### src/rtl/mem_arb_pkg.sv
// Shared types for the unified-memory port arbiter: FSM states and owner encoding.
package mem_arb_pkg;

    typedef enum logic [1:0] {
        ST_IDLE   = 2'd0,
        ST_ACCESS = 2'd1,
        ST_RESP   = 2'd2
    } state_t;

    typedef enum logic {
        OWN_IF = 1'b0,
        OWN_D  = 1'b1
    } owner_t;

endpackage

### src/rtl/mem_arb_pick.sv
// Winner select: data has priority unless fetch has been passed over STARVE_MAX times.
module mem_arb_pick
    import mem_arb_pkg::*;
#(
    parameter int STARVE_MAX = 4,
    parameter int SW         = 3
) (
    input  logic          if_req,
    input  logic          d_req,
    input  logic [SW-1:0] starve_cnt,
    output owner_t        winner
);

    always_comb begin
        winner = OWN_IF;
        if (d_req && !(if_req && starve_cnt == SW'(STARVE_MAX)))
            winner = OWN_D;
    end

endmodule

### src/rtl/mem_port_arbiter.sv
// Shares one single-port memory between instruction fetch and load/store, with
// fetch anti-starvation and a watchdog that aborts transactions the memory never acks.
module mem_port_arbiter
    import mem_arb_pkg::*;
#(
    parameter int AW         = 32,
    parameter int DW         = 32,
    parameter int TIMEOUT    = 15,
    parameter int STARVE_MAX = 4
) (
    input  logic          clk,
    input  logic          rst,
    input  logic          if_req,
    input  logic [AW-1:0] if_addr,
    output logic [DW-1:0] if_rdata,
    output logic          if_done,
    input  logic          d_req,
    input  logic          d_we,
    input  logic [AW-1:0] d_addr,
    input  logic [DW-1:0] d_wdata,
    output logic [DW-1:0] d_rdata,
    output logic          d_done,
    output logic          mem_req,
    output logic          mem_we,
    output logic [AW-1:0] mem_addr,
    output logic [DW-1:0] mem_wdata,
    input  logic [DW-1:0] mem_rdata,
    input  logic          mem_ack,
    output logic          busy,
    output logic          owner,
    output logic          err
);

    localparam int SW = $clog2(STARVE_MAX + 1);
    localparam int TW = $clog2(TIMEOUT + 1);

    state_t        state_q, state_d;
    owner_t        owner_q, owner_d;
    owner_t        winner;
    logic          we_q, we_d;
    logic [AW-1:0] addr_q, addr_d;
    logic [DW-1:0] wdata_q, wdata_d;
    logic [SW-1:0] starve_q, starve_d;
    logic [TW-1:0] tout_q, tout_d;
    logic [DW-1:0] if_rdata_q, if_rdata_d;
    logic [DW-1:0] d_rdata_q, d_rdata_d;
    logic          err_q, err_d;

    mem_arb_pick #(
        .STARVE_MAX (STARVE_MAX),
        .SW         (SW)
    ) u_pick (
        .if_req     (if_req),
        .d_req      (d_req),
        .starve_cnt (starve_q),
        .winner     (winner)
    );

    always_comb begin
        state_d    = state_q;
        owner_d    = owner_q;
        we_d       = we_q;
        addr_d     = addr_q;
        wdata_d    = wdata_q;
        starve_d   = starve_q;
        tout_d     = tout_q;
        if_rdata_d = if_rdata_q;
        d_rdata_d  = d_rdata_q;
        err_d      = err_q;
        case (state_q)
            ST_IDLE: begin
                if (if_req || d_req) begin
                    owner_d = winner;
                    tout_d  = '0;
                    state_d = ST_ACCESS;
                    if (winner == OWN_D) begin
                        addr_d  = d_addr;
                        we_d    = d_we;
                        wdata_d = d_wdata;
                        if (if_req && starve_q != SW'(STARVE_MAX))
                            starve_d = starve_q + SW'(1);
                    end else begin
                        addr_d   = if_addr;
                        we_d     = 1'b0;
                        wdata_d  = '0;
                        starve_d = '0;
                    end
                end
            end
            ST_ACCESS: begin
                if (mem_ack) begin
                    if (!we_q) begin
                        if (owner_q == OWN_D) d_rdata_d  = mem_rdata;
                        else                  if_rdata_d = mem_rdata;
                    end
                    state_d = ST_RESP;
                end else if (tout_q == TW'(TIMEOUT - 1)) begin
                    // This is the TIMEOUT-th unacked ACCESS cycle: abort with zeroed read data.
                    err_d = 1'b1;
                    if (!we_q) begin
                        if (owner_q == OWN_D) d_rdata_d  = '0;
                        else                  if_rdata_d = '0;
                    end
                    state_d = ST_RESP;
                end else begin
                    tout_d = tout_q + TW'(1);
                end
            end
            ST_RESP:  state_d = ST_IDLE;
            default:  state_d = ST_IDLE;
        endcase
    end

    always_ff @(posedge clk) begin
        if (!rst) begin
            state_q    <= ST_IDLE;
            owner_q    <= OWN_IF;
            we_q       <= 1'b0;
            addr_q     <= '0;
            wdata_q    <= '0;
            starve_q   <= '0;
            tout_q     <= '0;
            if_rdata_q <= '0;
            d_rdata_q  <= '0;
            err_q      <= 1'b0;
        end else begin
            state_q    <= state_d;
            owner_q    <= owner_d;
            we_q       <= we_d;
            addr_q     <= addr_d;
            wdata_q    <= wdata_d;
            starve_q   <= starve_d;
            tout_q     <= tout_d;
            if_rdata_q <= if_rdata_d;
            d_rdata_q  <= d_rdata_d;
            err_q      <= err_d;
        end
    end

    assign busy      = (state_q != ST_IDLE);
    assign owner     = owner_q;
    assign mem_req   = (state_q == ST_ACCESS);
    assign mem_we    = we_q && (state_q == ST_ACCESS);
    assign mem_addr  = addr_q;
    assign mem_wdata = wdata_q;
    assign if_done   = (state_q == ST_RESP) && (owner_q == OWN_IF);
    assign d_done    = (state_q == ST_RESP) && (owner_q == OWN_D);
    assign if_rdata  = if_rdata_q;
    assign d_rdata   = d_rdata_q;
    assign err       = err_q;

endmodule
### config.mk
export PLATFORM = sky130hd
export DESIGN_NAME = mem_port_arbiter
export DESIGN_NICKNAME = d
export VERILOG_FILES = /design/src/rtl/mem_arb_pkg.sv /design/src/rtl/mem_arb_pick.sv /design/src/rtl/mem_port_arbiter.sv
export SDC_FILE = /design/constraint.sdc
export NUM_CORES = 1
export LEC_CHECK = 0
export ABC_AREA = 1
export BUFFER_PORTS_ARGS = -buffer_cell sky130_fd_sc_hd__buf_2
export CORE_MARGIN = 3
export CORE_UTILIZATION = 48
export DETAILED_ROUTE_END_ITERATION = 7
export GPL_TIMING_DRIVEN = 1
export PLACE_DENSITY_LB_ADDON = 0.08
export SETUP_SLACK_MARGIN = 0.02
export SLEW_MARGIN = 30
export SYNTH_ARGS = -nofsm -noshare
export SYNTH_HDL_FRONTEND = slang
export SYNTH_SLANG_ARGS = --single-unit
### constraint.sdc
create_clock -name clk -period 2.05 [get_ports clk]
set_input_delay 0.3075 -clock clk [delete_from_list [all_inputs] [get_ports clk]]
set_output_delay 0.3075 -clock clk [all_outputs]
set_load 0.005 [all_outputs]
==> flow_metrics.env, run 1 <==
export IMPL_grt_usage_pct=23.8
export IMPL_status="completed"
export IMPL_numPortBuffers=268
export IMPL_place_congestion=0.810
export IMPL_async_flop_share_pct=0
export IMPL_drc=0
export IMPL_numClockSinks=140
export IMPL_synth_fp_nets=1137
export IMPL_fmax_mhz=588
export IMPL_die_w_microns=122
export IMPL_synth_area_sq_mm=0.00641
export IMPL_start_util_pct=50.0
export IMPL_dp_slack_ps=380
export IMPL_cts_hold_buf=0
export IMPL_clockBufferDepth=2
export IMPL_drt_initial_drc_count=490
export IMPL_drive_gt1_share_pct=26.1
export IMPL_pin_count=269
export IMPL_drtPass1Iterations=5
export IMPL_power_density_mw_per_mm2=843
export IMPL_synth_top_area_share_pct=43.7
export IMPL_fin_crit_ps=1700
export IMPL_dieArea_sq_mm=0.0148
export IMPL_yosys_cell_count_top_type="nand2_1"
export IMPL_h_tree_depth=4
export IMPL_synthCells=999
export IMPL_clock_skew_ps=4.33
export IMPL_synth_area_top_cells="dfxtp_1 (44%), nand2_1 (18%), inv_1 (11%), nor2_1 (6.4%), nand3_1 (5.9%)"
export IMPL_grt_overflow=0
export IMPL_hold_violations=0
export IMPL_clock_latency_ps=410
export IMPL_cts_tree="yes"
export IMPL_leakagePower_uw=0.00487
export IMPL_numCtsBuffers=17
export IMPL_required_ps=1740
export IMPL_placed_cells=1400
export IMPL_grt_pass1_wl_microns=28300
export IMPL_synth_enable_flop_cells=0
export IMPL_critPathArrivalTime_ps=1390
export IMPL_syn_to_final_growth_pct=32.8
export IMPL_diodes=0
export IMPL_synthFlopType="dfxtp_1"
export IMPL_cp_start_kind="flop"
export IMPL_instances_no_fill=1431
export IMPL_post_dp_hpwl_microns=12400
export IMPL_clk_pin_slew_worst_paths_ps=50
export IMPL_yosysWarnings=0
export IMPL_postCtsSetupRepairBufs=0
export IMPL_maxCapViolCount=0
export IMPL_post_drt_wl_per_cell_microns=12.5
export IMPL_min_period_over_period_pct=82.9
export IMPL_synth_distinct_cells=23
export IMPL_antenna_found_initial=0
export IMPL_slew_headroom_pct=62.7
export IMPL_endpoint_kind="output pin"
export IMPL_worst_path_max_fanout=19
export IMPL_worst_pin_slew_ps=559
export IMPL_final_util_pct=66.4
export IMPL_ys_seq_area_share_pct=43.7
export IMPL_root_buffer="clkbuf_16"
export IMPL_whs_ps=139
export IMPL_rsz0062_at_grt="false"
export IMPL_chipHeight_microns=122
export IMPL_finalSetupTns_ps=0
export IMPL_grt_pass1_vias=5902
export IMPL_cts_resized=0
export IMPL_avgSynthCellArea_sq_um=6.42
export IMPL_min_path_type="in -> reg"
export IMPL_nNetsFinal=1385
export IMPL_routed_wl_microns=17800
export IMPL_synth_ff_latch_count=140
export IMPL_grt_max_degree=73
export IMPL_final_antenna_net_count=0
export IMPL_ir_drop_uv=541
export IMPL_viasPerCell=4.63
export IMPL_synth_commonest_cells="nand2_1 (304), inv_1 (185), dfxtp_1 (140)"
export IMPL_rows=41
export IMPL_vias=6623
export IMPL_core_area_sq_mm=0.0128
export IMPL_timing_max_transition_violations_final=0
export IMPL_setup_ws_ps=350
export IMPL_fill_cells=1240
export IMPL_synth_area_leader_cell="dfxtp_1"
export IMPL_worstSetupPathType="reg -> out"
export IMPL_r2r_setup_slack_ps=360
export IMPL_setup_violations=0
==> kinds of logic (layout without fill, tap and decap cells) <==
kind of cell | Yosys count | after routing | synth area share, %
compound gates | 72 | 72 | 5.68
fa+ha+maj | 4 | 4 | 0.781
buf+inv | 249 | 509 | 15.1
simple gates | 532 | 532 | 34.4
flops | 140 | 140 | 43.7
xor+xnor | 2 | 2 | 0.273
==> sequential cells by signal, summed over array words and instances, names as in the netlist <==
| name | flops |
|---|---|
| d_rdata | 32 |
| err | 1 |
| if_rdata | 32 |
| mem_addr | 32 |
| mem_wdata | 32 |
| owner | 1 |
| starve_q | 3 |
| state_q | 2 |
| tout_q | 4 |
| we_q | 1 |
==> per-stage QoR <==
step                total power [uW]  instance area, sq um
floorplan                       3630                  6410
global route                    7530                  8510
detailed placement              4080                  7900
global placement                4070                  7900
CTS                             7240                  8510
finish                          7170                  8510
==> layout by cell type, fill, tap and decap left out <==
master        n
bufinv_16     3
nor2_1      110
buf_12        2
clkbuf_16    17
clkbuf_8      5
clkinvlp_4    1
buf_2       268
clkinv_2      2
o21ai_0       1
clkinv_1      1
buf_4        18
xor2_1        2
dfxtp_1     140
ha_1          4
nor2_2        2
nand3_1      74
a21oi_1      70
inv_2         4
o21ai_4       1
nand2_2       1
nand3_2       2
inv_1       185
nor3_1        4
nor2_4        2
clkbuf_1      3
nand4_1      33
nand2_1     304
==> final timing paths <==
kind,startpoint,to,depth (start not counted)
worst max-delay path,we_q,mem_we,4
worst min-delay path,d_wdata[22],mem_wdata[22],3
worst max register to register,tout_q[0],d_rdata[27],9
worst min register to register,mem_wdata[22],mem_wdata[22],2
==> per-layer routing <==
metal / track usage (%) / part of all wire [%] / vias to the layer above
met5: 0 / 0 / -
met4: 9.45 / 2.3 / 0
met3: 7.43 / 7.5 / 31
met2: 38.6 / 48 / 229
met1: 29.6 / 42 / 2866
li1: - / - / 3497
==> report_power, final <==
group / switching (uW) / internal (uW) / total (uW) / leakage (uW)
Sequential: 93.4 / 2890 / 2980 / 0.00114
Clock: 1090 / 2070 / 3160 / 0.000299
Combinational: 605 / 427 / 1030 / 0.00343
==> worst max-delay path, cell delays in order, from the launching register on <==
cell      delay (ps)
dfxtp_1          340
clkinv_1         160
buf_4            250
nor2_1           110
buf_2            140
==> layout make-up <==
cell class	count	area [sq um]	area share [%]
inverters	190	713	8.38
multi-input cells	610	2650	31.1
flip-flops and latches	140	2800	32.9
repair buffers	288	1520	17.8
clock buffers	25	505	5.94
clock inverters	6	108	1.26
well taps	172	215	2.53
Note: power is estimated with default switching activity, not from simulation.
==> run 2: changes to the inputs <==
ABC_AREA = 0   (was 1)
CORE_UTILIZATION = 42   (was 48)
clock period = 1.4 ns   (was 2.05 ns; I/O delays follow)
==> run 2 against run 1 <==
  * The flow now finishes with violations (setup timing)
  * Non-clock buffer count increased by 38
  * Via count is 5.6% lower
  * Power rose by 45%
  * Area after synthesis decreased by 9.1%
  * Worst hold slack worse by 86 ps
  * Sequential power rose by 45%
  * Die area grew 3.7%
  * Critical path depth rose by 1
  * Cell count shrank 22%
  * Register-to-register slack got worse by 400 ps
  * Core utilization fell by 0.54 points
  * Setup slack worse by 410 ps
  * Critical path type unchanged
  * Critical endpoint is now busy
  * Largest cell class is now multi-input gates
  * Largest power group unchanged
==> flow_metrics.env, run 2 <==
export IMPL_final_antenna_net_count=0
export IMPL_rr_startpoint="tout_q[0]"
export IMPL_cp_depth=5
export IMPL_maxUsedRoutingLayer="met4"
export IMPL_yosysWarnings=0
export IMPL_fmax_mhz=683
export IMPL_cts_hold_buf=0
export IMPL_yosys_cell_count_top_type="dfxtp_1"
export IMPL_setup_violations=29
export IMPL_cp_start_kind="flop"
export IMPL_synth_area_leader_cell="dfxtp_1"
export IMPL_h_tree_depth=4
export IMPL_nNetsFinal=1071
export IMPL_route_met3_wl_microns=1710
export IMPL_timing_max_transition_violations_final=0
export IMPL_instances_no_fill=1122
export IMPL_diodes=0
export IMPL_synth_commonest_cells="dfxtp_1 (140), a21oi_1 (70), nand3_1 (69)"
export IMPL_grt_usage_pct=23.9
export IMPL_slew_headroom_pct=58.1
export IMPL_syn_to_final_growth_pct=51.4
export IMPL_r2r_setup_slack_ps=-40
export IMPL_hold_violations=0
export IMPL_power_density_mw_per_mm2=1180
export IMPL_synthFlopType="dfxtp_1"
export IMPL_drt_initial_drc_count=384
export IMPL_root_buffer="clkbuf_16"
export IMPL_leakagePower_uw=0.00430
export IMPL_drive_gt1_share_pct=43.1
export IMPL_dieArea_sq_mm=0.0153
export IMPL_avgSynthCellArea_sq_um=8.82
export IMPL_layout_commonest_cell="buf_2"
export IMPL_setup_ws_ps=-64.5
export IMPL_worstSetupPathType="reg -> out"
export IMPL_finalSetupTns_ps=-533
export IMPL_post_dp_hpwl_microns=12800
export IMPL_crit_start="state_q[0]"
export IMPL_rsz0062_at_grt="true"
export IMPL_numClockSinks=140
export IMPL_die_w_microns=124
export IMPL_critPathMaxStageDelay_ps=330
export IMPL_antenna_found_initial=0
export IMPL_fill_cells=1067
export IMPL_synthCells=661
export IMPL_core_area_sq_mm=0.0134
export IMPL_min_path_type="in -> reg"
export IMPL_maxCapViolCount=0
export IMPL_synth_area_top_cells="dfxtp_1 (48%), mux2i_1 (11%), a21oi_1 (6.0%), nand3_1 (5.9%), o21ai_0 (5.8%)"
export IMPL_routed_wl_microns=19900
export IMPL_worst_path_max_fanout=4
export IMPL_cts_tree="yes"
export IMPL_critPathArrivalTime_ps=1250
export IMPL_grt_pass1_vias=6033
export IMPL_cp_cell_sequence="buf_6 > nor2_4 > inv_4 > buf_8 > buf_6"
export IMPL_synth_distinct_cells=32
export IMPL_drc=0
export IMPL_required_ps=1190
export IMPL_synth_ff_latch_count=140
export IMPL_crit_slowest_cell="dfxtp_2"
export IMPL_synth_top_area_share_pct=48.1
export IMPL_clockBufferDepth=2
export IMPL_rows=42
export IMPL_rr_worst_depth=6
export IMPL_min_period_over_period_pct=105
export IMPL_final_cell_mix="buf_2 (265), dfxtp_1 (134), a21oi_1 (69), nand2_1 (68), nand3_1 (67)"
export IMPL_worst_pin_slew_ps=629
export IMPL_grt_overflow=0
export IMPL_clock_latency_ps=430
export IMPL_post_drt_wl_per_cell_microns=17.7
export IMPL_pin_count=269
export IMPL_viasPerCell=5.57
export IMPL_vias=6251
export IMPL_chipHeight_microns=124
export IMPL_numPortBuffers=268
export IMPL_synth_enable_flop_cells=0
export IMPL_crit_path_end="busy"
export IMPL_critical_path_top_delay_family="buffers and inverters"
export IMPL_place_congestion=0.795
export IMPL_endpoint_kind="output pin"
export IMPL_placed_cells=1069
export IMPL_status="finished, violations left"
export IMPL_cp_num_buf_inv=4
export IMPL_rr_endpoint="tout_q[1]"
export IMPL_grt_max_degree=74
export IMPL_fin_crit_ps=1460
export IMPL_async_flop_share_pct=0
export IMPL_dr_wl_met2_microns=10100
export IMPL_synth_fp_nets=799
export IMPL_start_util_pct=43.5
export IMPL_clk_pin_slew_worst_paths_ps=60
export IMPL_ys_seq_area_share_pct=48.1
export IMPL_hp_start="if_addr[20]"
export IMPL_drtPass1Iterations=5
export IMPL_synth_area_sq_mm=0.00583
export IMPL_ir_drop_uv=791
export IMPL_violations="setup timing"
export IMPL_wl_met1_microns=7630
export IMPL_numCtsBuffers=17
export IMPL_path_common_cell="buf_6"
export IMPL_grt_pass1_wl_microns=29100
export IMPL_clock_skew_ps=10.8
[run 2: cell types whose count changed in the layout (fill, tap and decap cells not counted), moves of 18 or more]
cell,delta
mux2i_1,+63
buf_12,+18
a311oi_1,+28
o21ai_1,+26
inv_1,-183
nand2_1,-236
nor2_1,-108
o21ai_0,+29
[run 2: report_power, final]
group / total (uW) / internal, uW / switching [uW]
combinational: 1620 / 789 / 835
clock: 4500 / 2790 / 1700
sequential: 4310 / 4190 / 120
[run 2: cells by family (layout without fill, tap and decap cells)]
kind of cell / after synthesis / in the layout / share of synthesized area (%)
flops: 140 / 140 / 48.1
simple gates: 195 / 195 / 16.7
fa+ha+maj: 4 / 4 / 0.859
buf+inv: 80 / 365 / 5.58
compound gates: 178 / 178 / 17.8
mux: 64 / 64 / 11.0
[run 2: area by class of cell]
cell class / count / area (sq um) / area share [%]
Multi-Input combinational cell: 441 / 2930 / 33.2
Sequential cell: 140 / 2810 / 31.9
Timing Repair Buffer: 326 / 2230 / 25.3
Clock buffer: 21 / 480 / 5.45
Tap cell: 176 / 220 / 2.50
Clock inverter: 11 / 116 / 1.32
Inverter: 7 / 28.8 / 0.326
[run 2: worst min-delay path by stage]
stage                          to  slack [ps]  cells after the start
detailed placement   if_rdata[28]         450                      2
CTS                  mem_wdata[7]          50                      3
global placement     if_rdata[20]         440                      2
global route        mem_wdata[11]          50                      3
finish               mem_addr[20]          50                      3
floorplan            mem_wdata[0]         380                      2
[run 2: what timing repair did]
item | 4_1_cts | 5_1_grt
buffers inserted | 9 | 6
resized for setup | 35 | 82
cloned | 4 | 6
pin swaps | 16 | 37
setup endpoints to repair | 102 | 128
[run 2: stage by stage]
step	worst slack, ps	util, %	instance area (sq um)	hold slack [ps]	total power, uW
after floorplan	-26.9	-	5920	381	5090
after global placement	-5.60	56.7	7600	441	5720
after detailed placement	-90.6	56.7	7600	449	5760
after CTS	-92.2	63.5	8520	49.4	10300
after global routing	-115	65.8	8820	53.1	10800
final	-64.5	65.8	8820	53.7	10400
[run 2: routing by layer]
metal  vias up  GRT usage (%)
met5         -              0
met4         0           8.24
met3        40           8.08
met2       288           41.3
met1      2952           27.5
li1       2971              -
[run 2: tightest hold or removal path, cell delays in order]
cell	delay [ps]
buf_2	100
o21ai_2	40
a311oi_1	70
